[config.mk]
export PLATFORM = sky130hd
export DESIGN_NAME = fifo_sync_vr
export DESIGN_NICKNAME = d
export VERILOG_FILES = /design/src/rtl/fifo_pkg.sv /design/src/rtl/fifo_ptr_ctr.sv /design/src/rtl/fifo_sync_vr.sv
export SDC_FILE = /design/constraint.sdc
export NUM_CORES = 1
export LEC_CHECK = 0
export ABC_AREA = 0
export BUFFER_PORTS_ARGS = -buffer_cell sky130_fd_sc_hd__buf_2
export CAP_MARGIN = 20
export CORE_ASPECT_RATIO = 1.75
export CORE_MARGIN = 8
export CORE_UTILIZATION = 48
export CTS_CLUSTER_SIZE = 40
export DETAILED_ROUTE_END_ITERATION = 10
export PLACE_DENSITY = 0.7
export RECOVER_POWER = 100
export SETUP_SLACK_MARGIN = 0.05
export SKIP_LAST_GASP = 1
export SYNTH_ARGS = -nofsm -noshare
export SYNTH_HDL_FRONTEND = slang
export SYNTH_SLANG_ARGS = --single-unit
[constraint.sdc]
create_clock -name i_clk -period 7.3 [get_ports i_clk]
set_input_delay 1.46 -clock i_clk [delete_from_list [all_inputs] [get_ports i_clk]]
set_output_delay 1.46 -clock i_clk [all_outputs]
set_load 0.01 [all_outputs]
[src/rtl/fifo_pkg.sv]
// Shared helpers for the synchronous FIFO: pointer/count width derivation and
// depth validation.
package fifo_pkg;

    // Pointer carries one extra wrap bit above the storage index.
    function automatic int unsigned ptr_width(input int unsigned depth);
        return $clog2(depth) + 1;
    endfunction

    function automatic int unsigned cnt_width(input int unsigned depth);
        return ptr_width(depth);
    endfunction

    function automatic bit is_pow2(input int unsigned value);
        return (value != 0) && ((value & (value - 1)) == 0);
    endfunction

endpackage

[src/rtl/fifo_ptr_ctr.sv]
// Wrapping FIFO pointer with a wrap bit in the MSB; flush has priority over
// increment.
module fifo_ptr_ctr #(
    parameter int unsigned PTR_W = 3
) (
    input  logic             i_clk,
    input  logic             i_rst_n,
    input  logic             i_flush,
    input  logic             i_inc,
    output logic [PTR_W-1:0] o_ptr
);

    logic [PTR_W-1:0] r_ptr;
    logic [PTR_W-1:0] w_ptr_next;

    always_comb begin
        w_ptr_next = r_ptr;
        if (i_flush) begin
            w_ptr_next = '0;
        end else if (i_inc) begin
            w_ptr_next = r_ptr + PTR_W'(1);
        end
    end

    always_ff @(posedge i_clk or negedge i_rst_n) begin
        if (!i_rst_n) begin
            r_ptr <= '0;
        end else begin
            r_ptr <= w_ptr_next;
        end
    end

    assign o_ptr = r_ptr;

endmodule

[src/rtl/fifo_sync_vr.sv]
// First-word-fall-through synchronous FIFO with valid/ready on both sides;
// all status outputs decode from registered pointers only.
module fifo_sync_vr
    import fifo_pkg::*;
#(
    parameter int unsigned DATA_WIDTH = 32,
    parameter int unsigned FIFO_DEPTH = 4
) (
    input  logic                             i_clk,
    input  logic                             i_rst_n,
    input  logic                             i_flush,
    input  logic                             i_valid,
    output logic                             o_ready,
    input  logic [DATA_WIDTH-1:0]            i_data,
    output logic                             o_valid,
    input  logic                             i_ready,
    output logic [DATA_WIDTH-1:0]            o_data,
    output logic [cnt_width(FIFO_DEPTH)-1:0] o_count,
    output logic                             o_full,
    output logic                             o_empty
);

    localparam int unsigned PTR_W = ptr_width(FIFO_DEPTH);
    localparam int unsigned CNT_W = cnt_width(FIFO_DEPTH);
    localparam int unsigned AW    = PTR_W - 1;
    localparam logic [CNT_W-1:0] DEPTH_CNT = CNT_W'(FIFO_DEPTH);

    if (!is_pow2(FIFO_DEPTH) || FIFO_DEPTH < 2) begin : g_bad_depth
        $fatal(1, "fifo_sync_vr: FIFO_DEPTH must be a power of two and at least 2");
    end

    logic [PTR_W-1:0]      w_wr_ptr;
    logic [PTR_W-1:0]      w_rd_ptr;
    logic [AW-1:0]         w_wr_idx;
    logic [AW-1:0]         w_rd_idx;
    logic                  w_full;
    logic                  w_empty;
    logic                  w_push;
    logic                  w_pop;
    logic [FIFO_DEPTH-1:0] w_we;
    logic [DATA_WIDTH-1:0] r_mem [FIFO_DEPTH];

    assign w_wr_idx = w_wr_ptr[AW-1:0];
    assign w_rd_idx = w_rd_ptr[AW-1:0];
    assign w_empty  = (w_wr_ptr == w_rd_ptr);
    assign w_full   = (w_wr_idx == w_rd_idx) && (w_wr_ptr[AW] != w_rd_ptr[AW]);

    // No full-with-pop bypass: a push is gated only by the registered full flag.
    assign w_push = i_valid && !w_full && !i_flush;
    assign w_pop  = i_ready && !w_empty && !i_flush;

    fifo_ptr_ctr #(
        .PTR_W (PTR_W)
    ) u_wr_ptr (
        .i_clk   (i_clk),
        .i_rst_n (i_rst_n),
        .i_flush (i_flush),
        .i_inc   (w_push),
        .o_ptr   (w_wr_ptr)
    );

    fifo_ptr_ctr #(
        .PTR_W (PTR_W)
    ) u_rd_ptr (
        .i_clk   (i_clk),
        .i_rst_n (i_rst_n),
        .i_flush (i_flush),
        .i_inc   (w_pop),
        .o_ptr   (w_rd_ptr)
    );

    always_comb begin
        w_we = '0;
        if (w_push) begin
            w_we[w_wr_idx] = 1'b1;
        end
    end

    // Flush leaves storage untouched; only reset clears it.
    always_ff @(posedge i_clk or negedge i_rst_n) begin
        if (!i_rst_n) begin
            for (int i = 0; i < FIFO_DEPTH; i++) begin
                r_mem[i] <= '0;
            end
        end else begin
            for (int i = 0; i < FIFO_DEPTH; i++) begin
                if (w_we[i]) begin
                    r_mem[i] <= i_data;
                end
            end
        end
    end

    assign o_data  = r_mem[w_rd_idx];
    assign o_count = w_wr_ptr - w_rd_ptr;
    assign o_full  = w_full;
    assign o_empty = w_empty;
    assign o_ready = !w_full;
    assign o_valid = !w_empty;

`ifndef RTL_SYN
    a_ctrl_known : assert property (@(posedge i_clk) disable iff (!i_rst_n)
        !$isunknown({i_valid, i_ready, i_flush}))
        else $fatal(1, "fifo_sync_vr: X on i_valid/i_ready/i_flush");

    a_data_known : assert property (@(posedge i_clk) disable iff (!i_rst_n)
        (i_valid && o_ready) |-> !$isunknown(i_data))
        else $fatal(1, "fifo_sync_vr: X on i_data during push");

    a_count_range : assert property (@(posedge i_clk) disable iff (!i_rst_n)
        o_count <= DEPTH_CNT)
        else $fatal(1, "fifo_sync_vr: o_count exceeds FIFO_DEPTH");
`endif

endmodule

Word level (Yosys, flattened, before mapping). Index checks and enable logic that the tools add are counted.

Logic and storage cells: 37. Register bits after elaboration: 134.

Equality and inequality tests: 3. $lt $le $gt $ge: 3. Muxes and demuxes: 10. Bitwise logic cells: 1. Reduce and logical (&&, ||, !) cells: 11. $add $sub $neg: 3.

Operators with widths (number): $bmux W32 S2 (1); $mux W32 (2); $mux W3 (4); $add A3 B1 Y3 const B (2); $logic_and A1 B1 Y1 (6); $mux W4 (1); $reduce_bool A2 Y1 (2); $eq A3 B3 Y1 (1); $ge A3 B3 Y1 const B (1); $logic_not A1 Y1 (3); $lt A2 B3 Y1 const B (1); $not A2 Y3 (1); $sub A3 B3 Y3 (1); $demux W1 S2 (1); $eq A2 B2 Y1 (1); $ge A2 B1 Y1 const B (1); $mux W1 (1); $ne A1 B1 Y1 (1).

Logic depth before layout (Yosys ltp). Gate-level depths: netlist (run 1).

Depth in word-level cells: 7. Mapped depth: 8. Gate-level depth less buffers: 6.

Modules after synthesis. A second synthesis (run 1) with hierarchy kept.

Cell total of the unflattened synthesis: 355. Area, all modules: 6044.5 um^2.

Modules (own cells, without submodules): fifo_sync_vr (cells each 333, instances 1, area an instance 5771.8 um^2, seq. area each 3203.1 um^2); fifo_ptr_ctr (cells each 11, instances 2, area an instance 136.4 um^2, seq. area each 75.1 um^2).

Worst setup path after synthesis (run 1). OpenSTA, ideal clock, no wires.

Path type: register to output. Start point: register u_rd_ptr.r_ptr[1], in the netlist u_rd_ptr.o_ptr[1]. End point: output port o_ready. Arrival: 1.804 ns. Stages on the path, launching flop included: 8. Slack: 4.036 ns. Path through: dfrtp_1 -> clkbuf_1 -> clkbuf_1 -> inv_1 -> ha_1 -> nand2_1 -> nor2_1 -> inv_1.

Cells in the longest elaborated chain, start to end: 3.

Ends and longest elaborated chain: start, declared (line fifo_ptr_ctr.sv:13) `logic [PTR_W-1:0] r_ptr;`; start signal, assigned (line fifo_ptr_ctr.sv:29) `r_ptr <= w_ptr_next;`; $eq A2 B2 Y1 (line fifo_sync_vr.sv:46) `assign w_full = (w_wr_idx == w_rd_idx) && (w_wr_ptr[AW] != w_rd_ptr[AW]);`; $logic_and A1 B1 Y1 (line fifo_sync_vr.sv:46); net o_full (line fifo_sync_vr.sv:19) `output logic o_full,`; $logic_not A1 Y1 (line fifo_sync_vr.sv:98) `assign o_ready = !w_full;`; end, declared (line fifo_sync_vr.sv:13) `output logic o_ready,`.

The timed path passes the listed nets, and every way through them passes these cells.

Final worst setup path (run 1).
Start point: register u_rd_ptr.r_ptr[0], in the netlist u_rd_ptr.o_ptr[0]. End point: output port o_data[3].

Cells in the longest elaborated chain, start to end: 4.

Ends and longest elaborated chain: $not A2 Y3 (not written as such) (line fifo_sync_vr.sv:94) `assign o_data = r_mem[w_rd_idx];`; $bmux W32 S2 (line fifo_sync_vr.sv:94); $mux W32 (not written as such) (2 in series) (line fifo_sync_vr.sv:94); end, declared (line fifo_sync_vr.sv:17) `output logic [DATA_WIDTH-1:0] o_data,`.

No other way between the ends. The select of a mux whose other input is x is not followed.

==> impl_metrics.json, run 1 <==
{
  "start_util_pct": 48.9,
  "yosysTopAreaCellShare_pct": 51.3,
  "cts_setup_buffers": 0,
  "end_kind": "output port",
  "dp_hpwl_um": 8180,
  "p_per_area_nw_per_um2": 376,
  "fill_cells": 1204,
  "rsz0062_at_grt": "false",
  "synth_edf_count": 0,
  "fin_area_um2": 7100,
  "synth_area_leader_cell": "dfrtp_1",
  "path_class": "flip-flop to output port",
  "grt_pass1_wl_um": 22500,
  "maxCapViolCount": 8,
  "ys_warn_count": 0,
  "syn2layout_area_growth_pct": 8.63,
  "hold_end": "r_mem[38]$_DFFE_PN0P_",
  "synth_area_per_cell_um2": 17.9,
  "numCtsBuffers": 17,
  "fin_crit_sh_pct": 69.5,
  "nNetsFinal": 490,
  "viasPerCell": 5.38,
  "multi_input_area_um2": 2540,
  "core-area_um2": 13400,
  "dieArea_um2": 17800,
  "postSynth.asyncResetShare_pct": 100,
  "peakVddDrop_mv": 0.166,
  "cts_tree": "built",
  "worst_pin_slew_ns": 2.44,
  "post-route-drc-count": 0,
  "layout-drive-gt1-share_pct": 26.4,
  "vias": 3401,
  "grt_overflow_total": 0,
  "antenna_found_initial": 0,
  "drt_iter0_markers": 77,
  "synthDistinctLibCells": 26,
  "required_ns": 5.84,
  "synth_area_um2": 6540,
  "insertion_delay_ns": 0.41,
  "syn_inst": 366,
  "hold_violations": 0,
  "clkTransAtPathRegs_ns": 0.06,
  "period_minus_slack_ns": 5.07,
  "slew_headroom_pct": -62.9,
  "reg2reg_from": "u_rd_ptr.o_ptr[1]$_DFFE_PN0P_",
  "grt_max_degree": 89,
  "slew_violations": 262,
  "die_y_um": 170,
  "violations": "max-capacitance violations, max-slew violations",
  "io_pins": 76,
  "antenna_cells": 0,
  "wl_um": 13000,
  "final_antenna_net_count": 0,
  "cts_hold_repair.buffers": 0,
  "synth_ff_type": "dfrtp_1",
  "placed_cells": 599,
  "rr_worst_depth": 6,
  "p_leak_nw": 3.13,
  "arrival_ns": 3.61,
  "fin_hold_ws_ns": 0.481,
  "worstPathMaxFanout": 20,
  "skew_ns": 0.0143,
  "start_kind": "flip-flop",
  "place_congestion": 0.765,
  "cts.sinks": 134,
  "grt_pass1_vias": 4052,
  "synthTopCellsByCount": "dfrtp_1 (134), mux2_4 (120), mux4_2 (32)",
  "wl_per_cell_um": 20.6,
  "grt_util_all_layers_pct": 16.1,
  "clockBufferDepth": 2,
  "setup_viol": 0,
  "first_pass_iters": 6,
  "syn-num-nets": 411,
  "seq_area_frac_synth_pct": 51.3,
  "portBuffers": 75,
  "status": "finished with violations",
  "cts_resized": 0,
  "fmax_mhz": 197,
  "reg2reg_slack_ns": 2.53,
  "min_path_type": "flip-flop to flip-flop",
  "regArea_um2": 3350,
  "htree_levels": 4,
  "stdcell_count": 632,
  "clockRootBuffer": "clkbuf_16",
  "num_rows": 56,
  "yosys-top-cells-area": "dfrtp_1 (51%), mux2_4 (28%), mux4_2 (11%)",
  "synth-seq-cells": 134,
  "min-delay-start": "r_mem[38]$_DFFE_PN0P_",
  "setup_tns_ns": 0,
  "hold_depth": 1,
  "r2r-end": "r_mem[76]$_DFFE_PN0P_",
  "fp.dieW_um": 104,
  "placed_area_um2": 7000,
  "yosysMostFrequentCell": "dfrtp_1"
}
-- power breakdown --
group / internal, mW / switching, mW
clock: 0.504 / 0.326
combinational: 0.377 / 0.296
sequential: 1.00 / 0.162
-- cell usage in the layout (no fill, tap or decap), types with 2 or more instances in the layout --
master	instances
nand2_1	3
clkinv_4	3
inv_1	9
a21boi_0	2
mux2_4	4
buf_2	37
a211o_1	2
mux2_1	116
clkbuf_1	44
o2111ai_1	3
dfrtp_1	134
o2111a_2	4
mux4_2	32
bufinv_16	2
clkbuf_16	17
nor2_1	5
mux2_2	10
clkinvlp_4	5
o31ai_1	2
clkinv_2	3
ha_1	7
inv_6	2
nor3_1	2
-- metrics by stage --
step,util [%],power [mW],setup WS [ns]
after global routing,53.1,2.83,1.80
final,53.1,2.67,2.23
after floorplan,-,1.81,4.04
after CTS,56.7,2.93,3.32
after detailed placement,52.3,2.08,3.79
after global placement,52.3,2.05,3.81
-- state kept, by name, summed over array words and instances, names as in the netlist --
signal / count
u_rd_ptr.o_ptr: 3
u_wr_ptr.o_ptr: 3
r_mem: 128
-- cell type report --
class,count,share of cell area (%)
sequential,134,47.2
multi-input combinational,201,35.7
clock buffer,17,5.99
timing repair buffer,82,5.32
tap,174,3.07
clock inverter,15,2.20
inverter,9,0.476
-- cells by family (layout without fill, tap and decap cells) --
logic type | Yosys count | after routing | share of synthesized area (%)
mux | 162 | 162 | 40.3
flops | 134 | 134 | 51.3
buf+inv | 31 | 123 | 3.23
compound gates | 15 | 15 | 2.11
simple gates | 13 | 13 | 0.900
fa+ha+maj | 8 | 8 | 1.65
xor+xnor | 3 | 3 | 0.517
-- worst max-delay path: stages (launching register included) --
cell	delay, ns
dfrtp_1	0.99
clkbuf_1	1.37
mux4_2	0.67
clkbuf_1	0.16
-- layer usage --
layer	vias up	routed length [um]	share of wire, %	GRT usage, %
met3	13	395	3.0	4.20
met4	0	155	1.2	5.51
met1	1809	5580	43	19.5
met2	61	6900	53	27.2
met5	-	0	0	0
li1	1518	-	-	-
-- worst max-delay path by stage --
| stage | startpoint | end | slack, ns | cells past startpoint |
|---|---|---|---|---|
| 2_1_floorplan | u_rd_ptr.o_ptr[1]$_DFFE_PN0P_ | o_ready | 4.04 | 7 |
| 3_3_place_gp | u_rd_ptr.o_ptr[1]$_DFFE_PN0P_ | o_ready | 3.81 | 6 |
| 3_5_place_dp | u_rd_ptr.o_ptr[1]$_DFFE_PN0P_ | o_ready | 3.79 | 6 |
| 4_1_cts | u_rd_ptr.o_ptr[1]$_DFFE_PN0P_ | o_ready | 3.32 | 6 |
| 5_1_grt | u_rd_ptr.o_ptr[0]$_DFFE_PN0P_ | o_data[19] | 1.80 | 3 |
| 6_report | u_rd_ptr.o_ptr[0]$_DFFE_PN0P_ | o_data[3] | 2.23 | 3 |
Power figures use the tool's default switching activity.
==> inputs of run 2 (changes only) <==
==> constraint.sdc (replaced) <==
create_clock -name i_clk -period 5.2 [get_ports i_clk]
set_input_delay 1.04 -clock i_clk [delete_from_list [all_inputs] [get_ports i_clk]]
set_output_delay 1.04 -clock i_clk [all_outputs]
set_load 0.01 [all_outputs]
==> impl_metrics.json, run 2 (same netlist as run 1, synthesis figures left out) <==
{
  "status": "finished with violations",
  "violations": "max-capacitance violations, max-slew violations",
  "clock_power_share_pct": 30.5,
  "placed_cells": 603,
  "period_minus_slack_ns": 3.65,
  "layout_commonest_cell": "dfrtp_1",
  "first_pass_iters": 4,
  "layout_common_cells": "dfrtp_1 (132), mux2_1 (110), clkbuf_1 (44), buf_2 (37), mux4_2 (32)",
  "numCtsBuffers": 17,
  "fin_crit_sh_pct": 70.2,
  "fmax_mhz": 274,
  "wl_um": 13200,
  "dp_hpwl_um": 8990,
  "setup_tns_ns": 0,
  "cts_setup_buffers": 0,
  "min-delay-start": "r_mem[49]$_DFFE_PN0P_",
  "cts.sinks": 134,
  "grt_overflow_total": 0,
  "crit_start": "u_rd_ptr.o_ptr[0]$_DFFE_PN0P_",
  "grt_pass1_wl_um": 22900,
  "dieArea_um2": 17800,
  "io_pins": 76,
  "hold_violations": 0,
  "worst_pin_slew_ns": 2.07,
  "required_ns": 4.16,
  "post-route-drc-count": 0,
  "end_kind": "output port",
  "vias": 3418,
  "nNetsFinal": 493,
  "start_kind": "flip-flop",
  "peakVddDrop_mv": 0.215,
  "stdcell_count": 634,
  "pwr-share-comb_pct": 26.7,
  "rsz0062_at_grt": "false",
  "drt_iter0_markers": 92,
  "swShare_pct": 28.7,
  "clockRootBuffer": "clkbuf_16",
  "fill_cells": 1179,
  "placed_area_um2": 7050,
  "layout-drive-gt1-share_pct": 27.6,
  "min_path_type": "flip-flop to flip-flop",
  "regMostFlops": "r_mem",
  "final_antenna_net_count": 0,
  "wl_per_cell_um": 20.9,
  "slew_violations": 77,
  "grt_pass1_vias": 4089,
  "portBuffers": 75,
  "path_class": "flip-flop to output port",
  "maxCapViolCount": 2,
  "p_int_mw": 2.67,
  "grt_util_all_layers_pct": 16.4,
  "setup_viol": 0,
  "viasPerCell": 5.39,
  "cts_hold_repair.buffers": 0,
  "largest_reg_flops": 128,
  "worstPathMaxFanout": 35,
  "p_seq_share_pct": 42.8,
  "syn2layout_area_growth_pct": 8.82,
  "htree_levels": 4,
  "slew_headroom_pct": -38.0,
  "reg2reg_from": "u_wr_ptr.o_ptr[0]$_DFFE_PN0P_",
  "core-area_um2": 13400,
  "p_leak_nw": 3.16,
  "p_switching_mw": 1.07,
  "antenna_found_initial": 0,
  "arrival_ns": 2.61,
  "cts_resized": 0,
  "skew_ns": 0.00717,
  "fin_area_um2": 7110,
  "cts_tree": "built",
  "num_rows": 56,
  "antenna_cells": 0,
  "clkTransAtPathRegs_ns": 0.06,
  "fin_hold_ws_ns": 0.482,
  "grt_max_degree": 62,
  "die_y_um": 170,
  "place_congestion": 0.816,
  "insertion_delay_ns": 0.40,
  "start_util_pct": 48.9,
  "p_per_area_nw_per_um2": 525,
  "fp.dieW_um": 104,
  "clockBufferDepth": 2
}
-- run 2: changes by cell type in the layout (fill, tap and decap cells not counted), sizes merged --
cell      delta
clkinv       -2
inv          -2
clkinvlp     -2
clkbuf       +8
buf          +1
bufinv       -1
-- run 2: final timing paths --
check                                           endpoint  slack (ns)  cells past startpoint
setup / recovery                              o_data[18]        1.55                      3
min in group asynchronous  u_wr_ptr.o_ptr[2]$_DFFE_PN0P_        0.70                      1
hold / removal                     r_mem[49]$_DFFE_PN0P_        0.48                      1
setup reg to reg                   r_mem[33]$_DFFE_PN0P_        1.60                      7
hold reg to reg                    r_mem[49]$_DFFE_PN0P_        0.48                      1
max in group asynchronous          r_mem[28]$_DFFE_PN0P_        2.08                      2
-- run 2: through the flow --
stage | worst slack [ns] | utilization [%] | total power [mW]
after floorplan | 2.36 | - | 2.54
after global placement | 2.09 | 52.5 | 2.89
after detailed placement | 2.15 | 52.6 | 2.94
after CTS | 1.95 | 56.9 | 4.10
after global routing | 1.28 | 53.2 | 3.94
final | 1.55 | 53.2 | 3.74
-- run 2: worst max-delay path, stage by stage, from the launching register on --
cell and delay [ns]:
dfrtp_2 0.35, clkbuf_2 1.01, mux4_2 0.67, clkbuf_1 0.16
-- run 2: per-layer routing --
metal	global-route usage, %	routed length (um)
met5	0	0
met4	5.70	182
met3	4.32	399
met2	28.0	7110
met1	19.7	5550
-- run 2: power groups by stage --
stage | logic, mW | registers (mW) | clock network [mW]
after floorplan | 0.990 | 1.55 | 0
after global placement | 1.29 | 1.61 | 0
after detailed placement | 1.31 | 1.63 | 0
after CTS | 1.32 | 1.62 | 1.17
after global routing | 1.09 | 1.64 | 1.21
final | 0.999 | 1.60 | 1.14
-- run 2: final cells by class --
cell class / count / area [um2] / share of cell area (%)
sequential: 134 / 3360 / 47.2
tap: 174 / 218 / 3.06
clock inverter: 8 / 72.6 / 1.02
timing repair buffer: 85 / 382 / 5.36
inverter: 9 / 33.8 / 0.475
multi-input combinational: 201 / 2550 / 35.9
clock buffer: 23 / 498 / 7.00
==> inputs of run 3 (changes only) <==
--- a/config.mk
+++ b/config.mk
@@ -13,7 +13,7 @@
 export CORE_UTILIZATION = 48
 export CTS_CLUSTER_SIZE = 40
 export DETAILED_ROUTE_END_ITERATION = 10
-export PLACE_DENSITY = 0.7
+export PLACE_DENSITY = 0.72
 export RECOVER_POWER = 100
 export SETUP_SLACK_MARGIN = 0.05
 export SKIP_LAST_GASP = 1
==> constraint.sdc (replaced) <==
create_clock -name i_clk -period 3.35 [get_ports i_clk]
set_input_delay 0.67 -clock i_clk [delete_from_list [all_inputs] [get_ports i_clk]]
set_output_delay 0.67 -clock i_clk [all_outputs]
set_load 0.01 [all_outputs]
==> impl_metrics.json, run 3 (same netlist as run 1, synthesis figures left out) <==
{
  "status": "finished with violations",
  "violations": "max-capacitance violations, max-slew violations",
  "end_kind": "output port",
  "syn2layout_area_growth_pct": 10.4,
  "reg2reg_from": "u_rd_ptr.o_ptr[0]$_DFFE_PN0P_",
  "required_ns": 2.68,
  "viasPerCell": 5.39,
  "grt_pass1_vias": 4039,
  "worst_pin_slew_ns": 2.14,
  "crit_start": "u_rd_ptr.o_ptr[0]$_DFFE_PN0P_",
  "die_y_um": 170,
  "num_rows": 56,
  "period_minus_slack_ns": 2.92,
  "wl_per_cell_um": 20.6,
  "fin_crit_sh_pct": 87.0,
  "peakVddDrop_mv": 0.386,
  "hold_violations": 0,
  "grt_util_all_layers_pct": 16.1,
  "cts_tree": "built",
  "dieArea_um2": 17800,
  "start_kind": "flip-flop",
  "io_pins": 76,
  "p_leak_nw": 3.21,
  "largest_reg_flops": 128,
  "fin_ws_ns": 0.435,
  "start_util_pct": 48.9,
  "maxCapViolCount": 1,
  "p_total_mw": 6.03,
  "reg2reg_slack_ns": 0.66,
  "slew_headroom_pct": -42.7,
  "clockRootBuffer": "clkbuf_16",
  "final_util_pct": 53.9,
  "post-route-drc-count": 0,
  "cts_setup_buffers": 0,
  "first_pass_iters": 4,
  "htree_levels": 4,
  "slew_violations": 89,
  "crit_end": "o_data[0]",
  "grt_overflow_total": 0,
  "regMostFlops": "r_mem",
  "crit_slowest_cell": "dfrtp_2",
  "layout-drive-gt1-share_pct": 30.1,
  "path_class": "flip-flop to output port",
  "layout_common_cells": "dfrtp_1 (132), mux2_1 (110), clkbuf_1 (38), buf_2 (36), mux4_2 (32)",
  "clockBufferDepth": 2,
  "worstPathMaxFanout": 20,
  "crit_chain": "buf_12 -> mux4_2 -> clkbuf_1",
  "arrival_ns": 2.25,
  "placed_area_um2": 7070,
  "min_path_type": "input pin to async pin",
  "p_per_area_nw_per_um2": 836,
  "clkTransAtPathRegs_ns": 0.06,
  "final_antenna_net_count": 0,
  "cts_resized": 0,
  "vias": 3426,
  "skew_ns": 0.00819,
  "dp_hpwl_um": 8850,
  "place_congestion": 0.759,
  "rr_worst_depth": 5,
  "nNetsFinal": 494,
  "setup_viol": 0,
  "numCtsBuffers": 17,
  "drt_iter0_markers": 153,
  "dp_slack_ns": 0.798,
  "insertion_delay_ns": 0.41,
  "r2r-end": "r_mem[11]$_DFFE_PN0P_",
  "antenna_cells": 0,
  "rsz0062_at_grt": "false",
  "antenna_found_initial": 0,
  "cts_hold_repair.buffers": 0,
  "fmax_mhz": 343,
  "cp_slowest_stage_delay_ns": 0.81,
  "portBuffers": 75,
  "wl_um": 13100,
  "grt_max_degree": 89,
  "setup_tns_ns": 0,
  "layout_commonest_cell": "dfrtp_1",
  "fin_area_um2": 7220,
  "core-area_um2": 13400,
  "cts.sinks": 134,
  "fp.dieW_um": 104,
  "grt_pass1_wl_um": 22400
}
-- run 3: cell count changes in the layout (fill, tap and decap cells not counted), moves of 2 or more --
cell,previous run,this run
bufinv_16,1,4
clkbuf_1,44,38
clkinv_2,4,1
clkbuf_8,5,2
clkbuf_4,2,0
o2111a_1,4,0
inv_6,0,5
o2111a_2,0,4
clkbuf_2,1,9
-- run 3: critical path: cells and delay by family, from the launching register on --
kind	cells	cell delay, ns
multiplexers	1	0.56
flip-flops	1	0.81
buffers and inverters	2	0.44
-- run 3: routing by layer --
metal | track usage, % | vias up | routed length [um]
li1 | - | 1531 | -
met2 | 27.7 | 68 | 7070
met3 | 3.75 | 16 | 412
met4 | 6.33 | 0 | 177
met5 | 0 | - | 0
met1 | 19.0 | 1811 | 5420
-- run 3: area by class of cell --
class                           instances  area (um2)
Fill cell                            1155        6160
Sequential cell                       134        3360
Multi-Input combinational cell        201        2560
Clock buffer                           19         453
Timing Repair Buffer                   86         407
Tap cell                              174         218
Clock inverter                         13         191
Inverter                                9        33.8
-- run 3: worst min-delay path by stage --
stage,cells past startpoint,end
floorplan,0,r_mem[0]$_DFFE_PN0P_
detailed placement,1,r_mem[55]$_DFFE_PN0P_
CTS,1,u_rd_ptr.o_ptr[2]$_DFFE_PN0P_
global route,1,u_wr_ptr.o_ptr[2]$_DFFE_PN0P_
finish,1,u_wr_ptr.o_ptr[2]$_DFFE_PN0P_
global placement,1,r_mem[63]$_DFFE_PN0P_
-- run 3: stage by stage --
| step | hold WS, ns | cells |
|---|---|---|
| after CTS | 0.187 | 636 |
| final | 0.182 | 636 |
| after floorplan | 0.374 | 366 |
| after global routing | 0.208 | 636 |
| after detailed placement | 0.487 | 604 |
| after global placement | 0.485 | 604 |
-- run 3: where the power goes --
part,internal (mW),total [mW],switching (mW)
clock,1.30,2.00,0.709
sequential,2.19,2.52,0.330
combinational,0.842,1.51,0.668
total,4.33,6.03,1.71
